--- src/rtl/memarb.sv ---
// memarb: 3-port round-robin arbiter in front of the tsdram command interface.
// Optional abort of stalled commands is enabled with `define MEMARB_TIMEOUT_EN.
module memarb #(
  parameter int unsigned TIMEOUT = 255
) (
  input  logic        clk,
  input  logic        reset,
  input  logic [1:0]  req0,
  input  logic [1:0]  req1,
  input  logic [1:0]  req2,
  input  logic [1:0]  mask0,
  input  logic [1:0]  mask1,
  input  logic [1:0]  mask2,
  input  logic [25:0] addr0,
  input  logic [25:0] addr1,
  input  logic [25:0] addr2,
  input  logic [15:0] wdata0,
  input  logic [15:0] wdata1,
  input  logic [15:0] wdata2,
  output logic        ack0,
  output logic        ack1,
  output logic        ack2,
  output logic        dvalid0,
  output logic        dvalid1,
  output logic        dvalid2,
  output logic [1:0]  cmd_req,
  output logic [1:0]  cmd_mask,
  output logic [25:0] cmd_addr,
  output logic [15:0] cmd_din,
  input  logic        cmd_ack,
  input  logic        data_valid,
  output logic        err
);

  typedef enum logic [1:0] {
    S_IDLE = 2'd0,
    S_WAIT = 2'd1,
    S_END  = 2'd2
  } state_t;

  state_t state, state_n;

  // Fourth slot is a permanently idle dummy so 2-bit indices never fall off the end.
  logic [3:0][1:0]  req_v;
  logic [3:0][1:0]  mask_v;
  logic [3:0][25:0] addr_v;
  logic [3:0][15:0] wdata_v;
  logic [3:0]       pending;

  assign req_v   = {2'b00, req2, req1, req0};
  assign mask_v  = {2'b00, mask2, mask1, mask0};
  assign addr_v  = {26'd0, addr2, addr1, addr0};
  assign wdata_v = {16'd0, wdata2, wdata1, wdata0};

  always_comb begin
    for (int i = 0; i < 4; i++) pending[i] = |req_v[i];
  end

  logic [1:0] last, grant, owner;
  logic [1:0] c0, c1, c2, win;
  logic       any_pending;
  logic [2:0] ack_v;
  logic       expire;
  logic       do_latch, do_ack, do_abort;

  function automatic logic [1:0] nxt(input logic [1:0] p);
    return (p == 2'd2) ? 2'd0 : p + 2'd1;
  endfunction

  always_comb begin
    c0 = nxt(last);
    c1 = nxt(c0);
    c2 = nxt(c1);
    any_pending = |pending[2:0];
    if (pending[c0])      win = c0;
    else if (pending[c1]) win = c1;
    else                  win = c2;
  end

  always_ff @(posedge clk) begin
    if (!reset) state <= S_IDLE;
    else        state <= state_n;
  end

  always_comb begin
    state_n = S_IDLE;
    case (state)
      S_IDLE:  state_n = any_pending ? S_WAIT : S_IDLE;
      S_WAIT:  state_n = (cmd_ack || expire) ? S_END : S_WAIT;
      S_END:   state_n = S_IDLE;
      default: state_n = S_IDLE;
    endcase
  end

  // An ack in the expiry cycle takes precedence over the abort.
  always_comb begin
    do_latch = (state == S_IDLE) && any_pending;
    do_ack   = (state == S_WAIT) && cmd_ack;
    do_abort = (state == S_WAIT) && !cmd_ack && expire;
  end

  always_ff @(posedge clk) begin
    if (!reset) begin
      cmd_req  <= 2'b00;
      cmd_mask <= 2'b00;
      cmd_addr <= 26'd0;
      cmd_din  <= 16'd0;
      ack_v    <= 3'b000;
      grant    <= 2'd0;
      last     <= 2'd2;
      owner    <= 2'd0;
    end else begin
      if (do_latch) begin
        cmd_req  <= req_v[win];
        cmd_mask <= mask_v[win];
        cmd_din  <= wdata_v[win];
        cmd_addr <= {addr_v[win][25:3], req_v[win][0] ? addr_v[win][2:0] : 3'b000};
        grant    <= win;
        last     <= win;
      end else if (do_ack || do_abort) begin
        cmd_req  <= 2'b00;
      end
      ack_v <= do_ack ? (3'b001 << grant) : 3'b000;
      if (do_ack) owner <= grant;
    end
  end

`ifdef MEMARB_TIMEOUT_EN
  localparam logic [7:0] TMO_LAST = 8'(TIMEOUT - 1);
  logic [7:0] tmo_cnt;

  always_ff @(posedge clk) begin
    if (!reset) begin
      tmo_cnt <= 8'd0;
      err     <= 1'b0;
    end else begin
      err <= do_abort;
      if (do_latch)              tmo_cnt <= 8'd0;
      else if (state == S_WAIT)  tmo_cnt <= tmo_cnt + 8'd1;
    end
  end

  assign expire = (state == S_WAIT) && (tmo_cnt == TMO_LAST);
`else
  logic [7:0] unused_timeout;
  assign unused_timeout = 8'(TIMEOUT);
  assign expire = 1'b0;
  assign err    = 1'b0;
`endif

  assign ack0 = ack_v[0];
  assign ack1 = ack_v[1];
  assign ack2 = ack_v[2];

  assign dvalid0 = data_valid && (owner == 2'd0);
  assign dvalid1 = data_valid && (owner == 2'd1);
  assign dvalid2 = data_valid && (owner == 2'd2);

endmodule

--- config.mk ---
export PLATFORM = sky130hd
export DESIGN_NAME = memarb
export DESIGN_NICKNAME = d
export VERILOG_FILES = /design/src/rtl/memarb.sv
export SDC_FILE = /design/constraint.sdc
export NUM_CORES = 1
export LEC_CHECK = 0
export CORE_MARGIN = 5
export CORE_UTILIZATION = 45
export DETAILED_ROUTE_END_ITERATION = 7
export DONT_BUFFER_PORTS = 1
export PLACE_DENSITY = 0.62
export SETUP_SLACK_MARGIN = 0.5
export SLEW_MARGIN = 5
export SYNTH_ARGS = -nofsm -noshare
export SYNTH_HDL_FRONTEND = slang
export SYNTH_SLANG_ARGS = --single-unit
--- constraint.sdc ---
create_clock -name clk -period 5.9 [get_ports clk]
set_clock_uncertainty 0.15 [all_clocks]
set_input_delay 0.885 -clock clk [delete_from_list [all_inputs] [get_ports clk]]
set_output_delay 0.885 -clock clk [all_outputs]
set_load 0.05 [all_outputs]
==> out/results.tsv <==
stage	metric	value	unit
setup_path	critical-path maximum fanout	24	
synthesis	Synth Area per Inst	8.23	um2
synthesis	YS warnings	0	
hold_path	Worst Hold Class	reg2reg	
placement	hpwl dp	6010	um
pwr	clock power share	22.7	%
sta	Max Fclk	340	MHz
clock_tree	clock sinks	56	
detailed_routing	1st-pass router iterations	4	
pwr	P_sw	385	uW
synthesis	share of flip-flops with an asynchronous set or reset	0	%
floorplanning	row cnt	29	
sta	Worst-Margin Slew	992	ps
detailed_routing	total wire length	8020	um
global_route	largest net degree at the start of global routing	66	
hold_path	hold depth	1	
setup_path	FF-to-FF setup slack	3240	ps
finish	antenna cell count	0	
synthesis	synth unique cells	40	
detailed_routing	Post-route DRC	0	
setup_path	arrival time worst endpoint	3010	ps
setup_path	RR Startpoint	last[0]	
pwr	sequential fraction of design power	61.4	%
floorplanning	Die Wd	89.4	um
setup_path	Reg2Reg Depth	4	
sta	slew margin rel.	33.7	%
clock_tree	hold buffers post-CTS	0	
floorplanning	die height	89.4	um
setup_path	CP Launch Type	input port	
sta	crit path time final	2940	ps
sta	setup TNS	0	ps
setup_path	Worst setup startpoint	req2[0]	
synthesis	Synth Register Bits	56	
global_route	GRT Max-Usage Layer	met2	
clock_tree	CTS Buffer Depth	2	
floorplanning	core footprint	0.00624	mm2
sta	Max Slew Vio Count	0	
global_route	vias in the first global route	2449	
placement	port bufs	0	
synthesis	Syn Nets	487	
synthesis	sequential share of the synthesized area	39.5	%
setup_path	critical path, cell by cell	nor2_1 > o32a_1 > nand2_1 > o21ai_0	
pwr	power per cell area	331	mW/mm2
placement	RePlAce Congestion	0.780	
synthesis	Post-synth EDFFs	0	
clock_tree	buffer count from post-CTS setup fixing	0	
floorplanning	die area	0.00800	mm2
clock_tree	CTS buffer count	5	
flow_run	Max-Cap Viols	0	
detailed_routing	Via density	6.09	
setup_path	max incr delay on CP	830	ps
global_route	M3 GR Usage	7.56	%
clock_tree	clk root buf	clkbuf_8	
floorplanning	I/O pin count	195	
setup_path	CP Buf/Inv Count	0	
pwr	switch share	40.0	%
finish	layout cells sized above 1	6.71	%
sta	final hold vios	0	
floorplanning	Starting Density	45.5	%
setup_path	CP required	5970	ps
global_route	remaining global-route overflow	0	
synthesis	predominant post-synthesis flop cell	dfxtp_1	
finish	Area growth, synth to finish	2.47	%
detailed_routing	Routed wire per std cell	19.8	um
detailed_routing	First DRT Iteration DRCs	140	
clock_tree	post-cts resize count	0	
finish	Core Util, Final	46.6	%
detailed_routing	via count	2465	
finish	Final nets	469	
sta	Final Setup Violations	0	
setup_path	Reg2Reg Capture Point	cmd_addr[5]	
synthesis	mapped cell area	0.00284	mm2
clock_tree	htree depth	2	
synthesis	Synth Instances	345	
clock_tree	CTS tree	done	
placement	DP Cell Count	397	
clock_tree	clock-pin slew on the worst setup and hold paths	90	ps
setup_path	CP max stage cell	o32a_1	
global_route	grt met1 use	20.2	%
hold_path	Hold Startpoint	grant[1]	
sta	unrepaired setup endpoints after global routing	no	
finish	post-route insts no fill	405	
outcome	outcome	completed	
clock_tree	worst-skew pair later-pin latency	300	ps
pwr	peak supply drop	0.000167	V
global_route	GRT Util Overall	18.9	%
detailed_routing	Post-DRT Antenna Nets	0	
setup_path	critical path type	in2reg	
pwr	Gate power share	15.9	%
pwr	Lkg Pwr	0.00119	uW
sta	Tcrit/Tclk final	49.8	%
global_route	global routing usage on met2	35.0	%
global_route	initial antenna violation count	0	
hold_path	WHS Endpoint	ack_v[0]	
global_route	global-route wire length before repair	11800	um
setup_path	critical path's top delay family	compound AO/OA/AOI/OAI gates	
pwr	Internal Power	578	uW
setup_path	crit end category	flop	
-- metal layers --
metal | up-vias | share of wire, %
li1 | 1203 | -
met1 | 1120 | 37
met2 | 137 | 50
met3 | 5 | 12
met4 | 0 | 0.80
met5 | - | 0
-- per-stage QoR --
step	cell area [um2]	hold slack, ps	setup WS, ps	total power [uW]
2_1_floorplan	2840	299	2830	728
3_3_place_gp	2820	352	2600	753
3_5_place_dp	2820	348	2580	757
4_1_cts	2910	365	2940	971
5_1_grt	2910	407	2660	1010
6_report	2910	362	2960	963
-- power groups by stage --
stage	sequential, uW	combinational [uW]	clock (uW)
2_1_floorplan	587	141	0
3_3_place_gp	601	153	0
3_5_place_dp	600	156	0
4_1_cts	592	156	224
5_1_grt	598	173	240
6_report	591	153	219
-- final cells by class --
type	count	area (um2)
clock buffers	6	82.6
clock inverters	2	10.0
fillers	653	3330
inverters	6	22.5
multi-input cells	256	1560
flip-flops and latches	56	1120
well taps	77	96.3
repair buffers	2	15.0
-- synthesized netlist by cell type, drive strengths merged (3+ instances only) --
master | number | area (um2)
a21boi | 3 | 22.5
a21oi | 3 | 15.0
a32oi | 21 | 184
and3 | 21 | 131
buf | 13 | 100
clkbuf | 14 | 52.6
dfxtp | 56 | 1120
inv | 6 | 22.5
mux2i | 25 | 250
nand2 | 74 | 278
nand3 | 3 | 15.0
nor2 | 6 | 22.5
nor2b | 3 | 18.8
nor3b | 4 | 30.0
o21ai | 67 | 335
o221ai | 3 | 26.3
-- cell families after synthesis --
family,synth area share [%]
muxes,8.81
buffers and inverters,6.17
and+or+nand+nor,20.4
AOI/OAI and AO/OA,25.0
DFF,39.5
other,0.132
-- sequential cells by signal (all words and copies together), names as in the netlist --
| name | count |
|---|---|
| grant | 1 |
| cmd_req | 2 |
| state | 2 |
| ack_v | 3 |
| last | 2 |
| cmd_din | 16 |
| owner | 2 |
| cmd_mask | 2 |
| cmd_addr | 26 |
-- worst max-delay path by stage --
stage | end | slack (ps) | cells past startpoint
floorplan | dvalid0 | 2830 | 1
global placement | cmd_addr[17] | 2600 | 4
detailed placement | cmd_addr[5] | 2580 | 4
CTS | cmd_addr[5] | 2940 | 4
global route | cmd_addr[17] | 2660 | 4
finish | cmd_addr[5] | 2960 | 4
-- layout by cell type (no fill, tap or decap), types with 2 or more instances in the layout --
master | Yosys | layout
mux2i_1 | 25 | 25
nor3b_1 | 4 | 3
nor2_1 | 6 | 6
o21ai_1 | 17 | 17
or2_2 | 2 | 2
o21ai_0 | 50 | 50
nand3_1 | 3 | 3
nand2b_1 | 2 | 2
o221ai_1 | 3 | 3
clkbuf_8 | 0 | 6
nor2b_1 | 3 | 2
a32oi_1 | 21 | 21
a21oi_1 | 3 | 3
clkinv_2 | 0 | 2
nand2_1 | 74 | 74
inv_1 | 6 | 6
a21boi_0 | 3 | 3
buf_4 | 4 | 2
dfxtp_1 | 56 | 56
and3_1 | 21 | 21
No activity file was read; power rests on OpenSTA's default activity.
